File: config.mk
export PLATFORM = sky130hd
export DESIGN_NAME = id_exe_stage
export DESIGN_NICKNAME = d
export VERILOG_FILES = /design/src/rtl/id_exe_stage.sv
export SDC_FILE = /design/constraint.sdc
export NUM_CORES = 1
export LEC_CHECK = 0
export CELL_PAD_IN_SITES_DETAIL_PLACEMENT = 1
export CELL_PAD_IN_SITES_GLOBAL_PLACEMENT = 1
export CORE_MARGIN = 2
export CORE_UTILIZATION = 42
export DETAILED_ROUTE_END_ITERATION = 8
export DONT_BUFFER_PORTS = 1
export GPL_ROUTABILITY_DRIVEN = 0
export MAX_ROUTING_LAYER = met4
export PLACE_DENSITY = 0.79
export REMOVE_ABC_BUFFERS = 1
export SYNTH_ARGS = -nofsm -noshare
export SYNTH_HDL_FRONTEND = slang
export SYNTH_SLANG_ARGS = --single-unit
export TNS_END_PERCENT = 30
File: constraint.sdc
create_clock -name clk -period 2.1 [get_ports clk]
set_clock_uncertainty 0.05 [all_clocks]
set_input_delay 0.42 -clock clk [delete_from_list [all_inputs] [get_ports clk]]
set_output_delay 0.42 -clock clk [all_outputs]
set_load 0.005 [all_outputs]
File: src/rtl/id_exe_stage.sv
// ID/EXE pipeline register: latches the decoded instruction, forwards MEM/WB
// results onto the ALU operands and keeps the architectural NZCV flags.
module id_exe_stage #(
  parameter int DW = 32,
  parameter int RW = 4
) (
  input  logic          clk,
  input  logic          rst,
  input  logic          freeze,
  input  logic          flush,
  input  logic          id_valid,
  input  logic [3:0]    id_cmd,
  input  logic          id_s,
  input  logic          id_wb_en,
  input  logic          id_mem_r,
  input  logic          id_mem_w,
  input  logic [DW-1:0] id_val_rn,
  input  logic [DW-1:0] id_val2,
  input  logic [RW-1:0] id_dest,
  input  logic [3:0]    id_cond,
  input  logic [1:0]    fwd_sel_a,
  input  logic [1:0]    fwd_sel_b,
  input  logic [DW-1:0] mem_result,
  input  logic [DW-1:0] wb_result,
  input  logic [3:0]    alu_status,
  output logic          exe_valid,
  output logic [3:0]    exe_cmd,
  output logic          exe_s,
  output logic          exe_wb_en,
  output logic          exe_mem_r,
  output logic          exe_mem_w,
  output logic [RW-1:0] exe_dest,
  output logic [DW-1:0] alu_a,
  output logic [DW-1:0] alu_b,
  output logic          alu_flush,
  output logic [3:0]    status,
  output logic          cond_pass
);

  typedef enum logic [3:0] {
    COND_EQ = 4'b0000, COND_NE = 4'b0001, COND_CS = 4'b0010, COND_CC = 4'b0011,
    COND_MI = 4'b0100, COND_PL = 4'b0101, COND_VS = 4'b0110, COND_VC = 4'b0111,
    COND_HI = 4'b1000, COND_LS = 4'b1001, COND_GE = 4'b1010, COND_LT = 4'b1011,
    COND_GT = 4'b1100, COND_LE = 4'b1101, COND_AL = 4'b1110, COND_NV = 4'b1111
  } cond_e;

  typedef enum logic [1:0] {
    FWD_REG  = 2'd0,
    FWD_MEM  = 2'd1,
    FWD_WB   = 2'd2,
    FWD_REG2 = 2'd3
  } fwd_e;

  logic [DW-1:0] val_rn_q;
  logic [DW-1:0] val2_q;
  logic [3:0]    eff_flags;
  logic          flag_n, flag_z, flag_c, flag_v;

  // Stage register: flush only squashes the valid/side-effect bits.
  always_ff @(posedge clk) begin
    if (rst) begin
      exe_valid <= 1'b0;
      exe_cmd   <= '0;
      exe_s     <= 1'b0;
      exe_wb_en <= 1'b0;
      exe_mem_r <= 1'b0;
      exe_mem_w <= 1'b0;
      exe_dest  <= '0;
      val_rn_q  <= '0;
      val2_q    <= '0;
    end else if (flush) begin
      exe_valid <= 1'b0;
      exe_s     <= 1'b0;
      exe_wb_en <= 1'b0;
      exe_mem_r <= 1'b0;
      exe_mem_w <= 1'b0;
    end else if (!freeze) begin
      exe_valid <= id_valid;
      exe_cmd   <= id_cmd;
      exe_s     <= id_s;
      exe_wb_en <= id_wb_en;
      exe_mem_r <= id_mem_r;
      exe_mem_w <= id_mem_w;
      exe_dest  <= id_dest;
      val_rn_q  <= id_val_rn;
      val2_q    <= id_val2;
    end
  end

  // Flags commit only on the edge the instruction leaves execute, so a frozen
  // flag-setting instruction writes exactly once.
  always_ff @(posedge clk) begin
    if (rst) begin
      status <= '0;
    end else if (exe_valid && exe_s && !freeze && !flush) begin
      status <= alu_status;
    end
  end

  always_comb begin
    alu_a = val_rn_q;
    case (fwd_e'(fwd_sel_a))
      FWD_MEM: alu_a = mem_result;
      FWD_WB:  alu_a = wb_result;
      default: alu_a = val_rn_q;
    endcase
  end

  always_comb begin
    alu_b = val2_q;
    case (fwd_e'(fwd_sel_b))
      FWD_MEM: alu_b = mem_result;
      FWD_WB:  alu_b = wb_result;
      default: alu_b = val2_q;
    endcase
  end

  assign alu_flush = ~exe_valid;

  // Bypass lets decode see flags from a flag-setting instruction still in execute.
  assign eff_flags = (exe_valid && exe_s) ? alu_status : status;
  assign flag_n    = eff_flags[3];
  assign flag_z    = eff_flags[2];
  assign flag_c    = eff_flags[1];
  assign flag_v    = eff_flags[0];

  always_comb begin
    cond_pass = 1'b0;
    case (cond_e'(id_cond))
      COND_EQ: cond_pass = flag_z;
      COND_NE: cond_pass = ~flag_z;
      COND_CS: cond_pass = flag_c;
      COND_CC: cond_pass = ~flag_c;
      COND_MI: cond_pass = flag_n;
      COND_PL: cond_pass = ~flag_n;
      COND_VS: cond_pass = flag_v;
      COND_VC: cond_pass = ~flag_v;
      COND_HI: cond_pass = flag_c & ~flag_z;
      COND_LS: cond_pass = ~flag_c | flag_z;
      COND_GE: cond_pass = (flag_n == flag_v);
      COND_LT: cond_pass = (flag_n != flag_v);
      COND_GT: cond_pass = ~flag_z & (flag_n == flag_v);
      COND_LE: cond_pass = flag_z | (flag_n != flag_v);
      COND_AL: cond_pass = 1'b1;
      default: cond_pass = 1'b0;
    endcase
  end

endmodule
==> Yosys cells after proc, flatten, opt, wreduce, memory -nomap -nowiden <==
Index checks and enable logic that the tools add are counted.
{ "word_totals": {"in_bits": 157, "regBits": 81, "out_inout_bits": 83, "word_cells": 53} }
{ "op_classes": {"eq_ne": 20, "reduce_logical": 8, "mux": 4, "bitwise_logic": 11} }
{ "ops": {"columns": ["op", "count"], "rows": [
  ["$pmux 32 s2", 2],
  ["$eq 4x4->1 const B", 7],
  ["$eq 4x3->1 const B", 4],
  ["$pmux 1 s15", 1],
  ["$eq 4x2->1 const B", 2],
  ["$not 1->1", 7],
  ["$eq 2x1->1 const B", 2],
  ["$eq 2x2->1 const B", 2],
  ["$eq 4x1->1 const B", 1],
  ["$logic_not 4->1", 1],
  ["$mux 4", 1],
  ["$logic_and 1x1->1", 3],
  ["$and 1x1->1", 2],
  ["$logic_not 1->1", 2],
  ["$or 1x1->1", 2],
  ["$reduce_and 2->1", 1],
  ["$reduce_or 2->1", 1],
  ["$eq 1x1->1", 1],
  ["$ne 1x1->1", 1]
]} }

==> Logic depth before layout (Yosys ltp) <==
{ "logic_depth": {"word_depth": 5, "depth_mapped": 7} }

==> Least setup slack after synthesis <==
No wires, ideal clock.
{ "synth_timing": {"kind": "input to output", "startpoint": "in fwd_sel_a[0]", "endpoint": "out alu_a[0]", "required_time_ps": 1630, "cell_stages": 6, "slack_ps": 257, "arrival_ps": 1373, "cell_sequence": "inv_1 ha_1 clkbuf_1 clkbuf_1 nand2_1 o21ai_0"} }
{ "synth_between": {"elab_chain_cells": 2, "elab_cells_between_ends": 3} }
{ "synth_lines": {"columns": ["item", "line_no", "source"], "rows": [
  ["from (decl)", "21", "input logic [1:0] fwd_sel_a,"],
  ["$eq 2x2->1 / $eq 2x1->1 (equally long branches)", "102", "case (fwd_e'(fwd_sel_a))"],
  ["$pmux 32 s2 (*)", "102", null],
  ["to (decl)", "33", "output logic [DW-1:0] alu_a,"]
]} }
Mark *: on every way between the ends. The rest lies on a longest branch, timed or not.

==> Worst setup path in the final report <==
{ "layout_timing": {"startpoint": "reg exe_s", "endpoint": "out cond_pass"} }
{ "layout_between": {"elab_chain_cells": 5, "elab_cells_between_ends": 13} }
{ "layout_lines": {"columns": ["item", "line_no", "source"], "rows": [
  ["from (decl)", "28", "output logic exe_s,"],
  ["from (signal assigned)", "80", "exe_s <= id_s;"],
  ["$logic_and 1x1->1 (*)", "121", "assign eff_flags = (exe_valid && exe_s) ? alu_status : status;"],
  ["$mux 4 (*)", "121", null],
  ["$ne 1x1->1 (tied with other cells)", "141, 143", null],
  ["$or 1x1->1 (tied with other cells)", "143", "COND_LE: cond_pass = flag_z | (flag_n != flag_v);"],
  ["$pmux 1 s15 (*)", "129", "case (cond_e'(id_cond))"],
  ["to (decl)", "37", "output logic cond_pass"]
]} }
Marks and branches as above.

==> run summary <==
Area of the die: 0.0110 mm2
EDFF count, synth: 0
Top post-synthesis cells by area: sky130_fd_sc_hd__dfxtp_1 38%, sky130_fd_sc_hd__nand2_1 19%, sky130_fd_sc_hd__a22oi_1 11%, sky130_fd_sc_hd__a21oi_1 9.6%, sky130_fd_sc_hd__o21ai_0 8.1%
Sequential standard cell area: 0.00163 mm2
Number of max-capacitance violations reported: 0
Hold_buf cts: 0
Data required time of the critical path: 1.63 ns
Worst path setup slack after routing: -0.176 ns
Total detailed-routing wirelength: 15300 um
Starting utilization of the core area: 43.4%
Setup repair after global routing missed its margin: true
Final global-route overflow total: 0
Number of global-route vias before repair: 4735
Peak supply drop: 281 uV
Total leakage power: 1.62 nW
Number of vias after detailed routing: 4426
Async S/R FF share, synth: 0%
Drt drc: 0
Share of the cycle needed by the critical path after routing: 108%
Count of endpoints failing setup in the final report: 1
Max Root-Sink Buffers: 2
Largest area contributor in the netlist: sky130_fd_sc_hd__dfxtp_1
Clock latency on the worst-skew pair: 0.35 ns
PwrDens: 708 mW/mm2
Tightest slew margin relative to the limit: 64.7%
Max Slew Vio Count: 0
Core box area: 0.00982 mm2
Routed length per placed instance: 20.9 um
Count of warnings emitted by yosys: 0
Quantity of I/O buffers inserted on ports: 0
Clock-pin slew on the worst setup and hold paths: 0.08 ns
Post-synthesis cell type count: 29
Setup CP Type: reg -> out
Hold/Removal Path Class: in -> reg
Half-perimeter wire length after detailed placement: 10500 um
Count of TritonRoute iterations in the first routing pass: 4
Gate count of the mapped netlist: 616
Transition time of the tightest slew-check pin: 0.528 ns
Failing checks: negative setup slack
Number of instances on the worst hold path: 1
Fmax: 439 MHz
Die height: 105 um
Flip-flop and latch count after synthesis: 81
Run status: finished with violations
Final hold violation count: 0
Data arrival time of the critical path: 1.81 ns
Post-placement cell count: 712
Yosys top cell area share: 38.1%
Placement-stage cell area: 0.00446 mm2
Width of the die: 105 um
Avg Cell Area, Syn: 6.92 um2
CTS HTree Levels: 3
Net count of the finished layout: 754
Clock tree from TritonCTS: yes
Fraction of layout cells with a size suffix above 1: 9.55%
Setup crit end kind: primary output
Final design instance area without fill: 0.00483 mm2
Category of the worst setup path launch point: flop
GRT Overall Usage: 27.5%
Number of rows created at floorplan: 36
Cell at the root of the clock tree: sky130_fd_sc_hd__clkbuf_8
Iteration-0 DRC Markers: 297
Largest net degree at the start of global routing: 82
Minimum period implied by the final worst setup slack: 2.28 ns
Area grow syn2layout: 13.4%
Dpl ws: 0.0513 ns
Via-to-Cell Ratio: 6.06
Sequential element share of the synthesized area: 38.1%
Number of non-filler instances in the completed layout: 730
Most frequent cells after synthesis: 214 x sky130_fd_sc_hd__nand2_1, 82 x sky130_fd_sc_hd__a21oi_1, 81 x sky130_fd_sc_hd__dfxtp_1, 69 x sky130_fd_sc_hd__o21ai_0, 64 x sky130_fd_sc_hd__a22oi_1
Length in cells of the worst reg-to-reg path: 5
Crit path max fanout: 8
Count of antenna diodes in the layout: 0
Global-route wire length before repair: 23800 um
Filler cell count: 1254
Flip-flop cell with the highest count after synthesis: sky130_fd_sc_hd__dfxtp_1
Library cell with the highest instance count after synthesis: sky130_fd_sc_hd__nand2_1
Clock sink count: 81
Initial antenna violation count: 0
Post-route antenna net violation count: 0
Post-synthesis cell area: 0.00426 mm2
Num CTS Buffers: 9
Ports placed on the boundary: 240
Area of combinational cells with multiple inputs: 0.00254 mm2
-- cell families after synthesis --
| family | count (synthesis) | share of synthesized area [%] |
|---|---|---|
| XOR/XNOR | 4 | 0.822 |
| multiplexers | 8 | 1.88 |
| flip-flops | 81 | 38.1 |
| buffers and inverters | 61 | 5.55 |
| AND/OR/NAND/NOR | 235 | 21.7 |
| AO/OA/AOI/OAI | 223 | 30.8 |
| adder cells (fa/ha/maj) | 4 | 1.17 |
-- timing repair --
| item | in CTS | in global routing |
|---|---|---|
| setup endpoints to repair | 1 | 1 |
| gates resized for setup | 14 | 18 |
| pin swaps | 2 | 6 |
| setup buffers | 0 | 3 |
-- path summary, 6_finish.rpt --
path                      to        from  slack [ns]
setup reg to reg   status[2]       exe_s        0.75
setup / recovery   cond_pass       exe_s       -0.18
hold / removal         exe_s       flush        0.08
hold reg to reg   val2_q[27]  val2_q[27]        0.40
-- power by group --
part | total [mW] | switching, mW | internal [mW]
logic | 0.526 | 0.328 | 0.199
clock network | 1.25 | 0.558 | 0.696
registers | 1.64 | 0.0407 | 1.60
total | 3.42 | 0.927 | 2.49
-- area by class of cell --
class,instances,area share (%)
inverter,6,0.466
clock inverter,3,1.35
sequential,81,33.7
timing repair buffer,21,5.41
tap,133,3.44
multi-input combinational,474,52.6
clock buffer,12,3.00
-- cell usage in the layout, fill, tap and decap left out, types with 5 or more instances in the layout --
cell                       count
sky130_fd_sc_hd__a21oi_1      79
sky130_fd_sc_hd__a22oi_1      64
sky130_fd_sc_hd__buf_12        8
sky130_fd_sc_hd__buf_4        12
sky130_fd_sc_hd__clkbuf_8     10
sky130_fd_sc_hd__dfxtp_1      79
sky130_fd_sc_hd__inv_1         6
sky130_fd_sc_hd__mux2i_1       5
sky130_fd_sc_hd__nand2_1     214
sky130_fd_sc_hd__nor3_1        5
sky130_fd_sc_hd__o21ai_0      68
-- state kept, by name, indices dropped and copies added (netlist names) --
signal and count:
exe_wb_en 1, val2_q 32, val_rn_q 32, exe_dest 4, exe_mem_r 1, exe_valid 1
exe_mem_w 1, status 4, exe_cmd 4, exe_s 1
-- metal layers --
metal  track usage, %  wire length (um)
met5                -                 0
met4             10.4               426
met2             45.4              7480
met3             7.36              1140
met1             32.1              6230
-- stage by stage --
step	TNS, ns	utilization [%]	hold slack, ns	power (mW)
finish	-0.176	49.2	0.0761	3.42
global route	-0.252	49.2	0.0644	3.59
CTS	-0.164	48.2	0.0527	3.45
detailed placement	0	45.4	0.392	2.19
global placement	0	45.4	0.386	2.16
floorplan	-73.86	-	0.381	1.99
-- worst max-delay path, stage by stage, from the launching register on --
cell and delay (ns):
sky130_fd_sc_hd__dfxtp_4 0.41, sky130_fd_sc_hd__nand2_8 0.13, sky130_fd_sc_hd__mux2i_4 0.30, sky130_fd_sc_hd__a2111oi_4 0.12, sky130_fd_sc_hd__a2111oi_4 0.32, sky130_fd_sc_hd__o311ai_2 0.18
No activity file was read; power rests on OpenSTA's default activity.
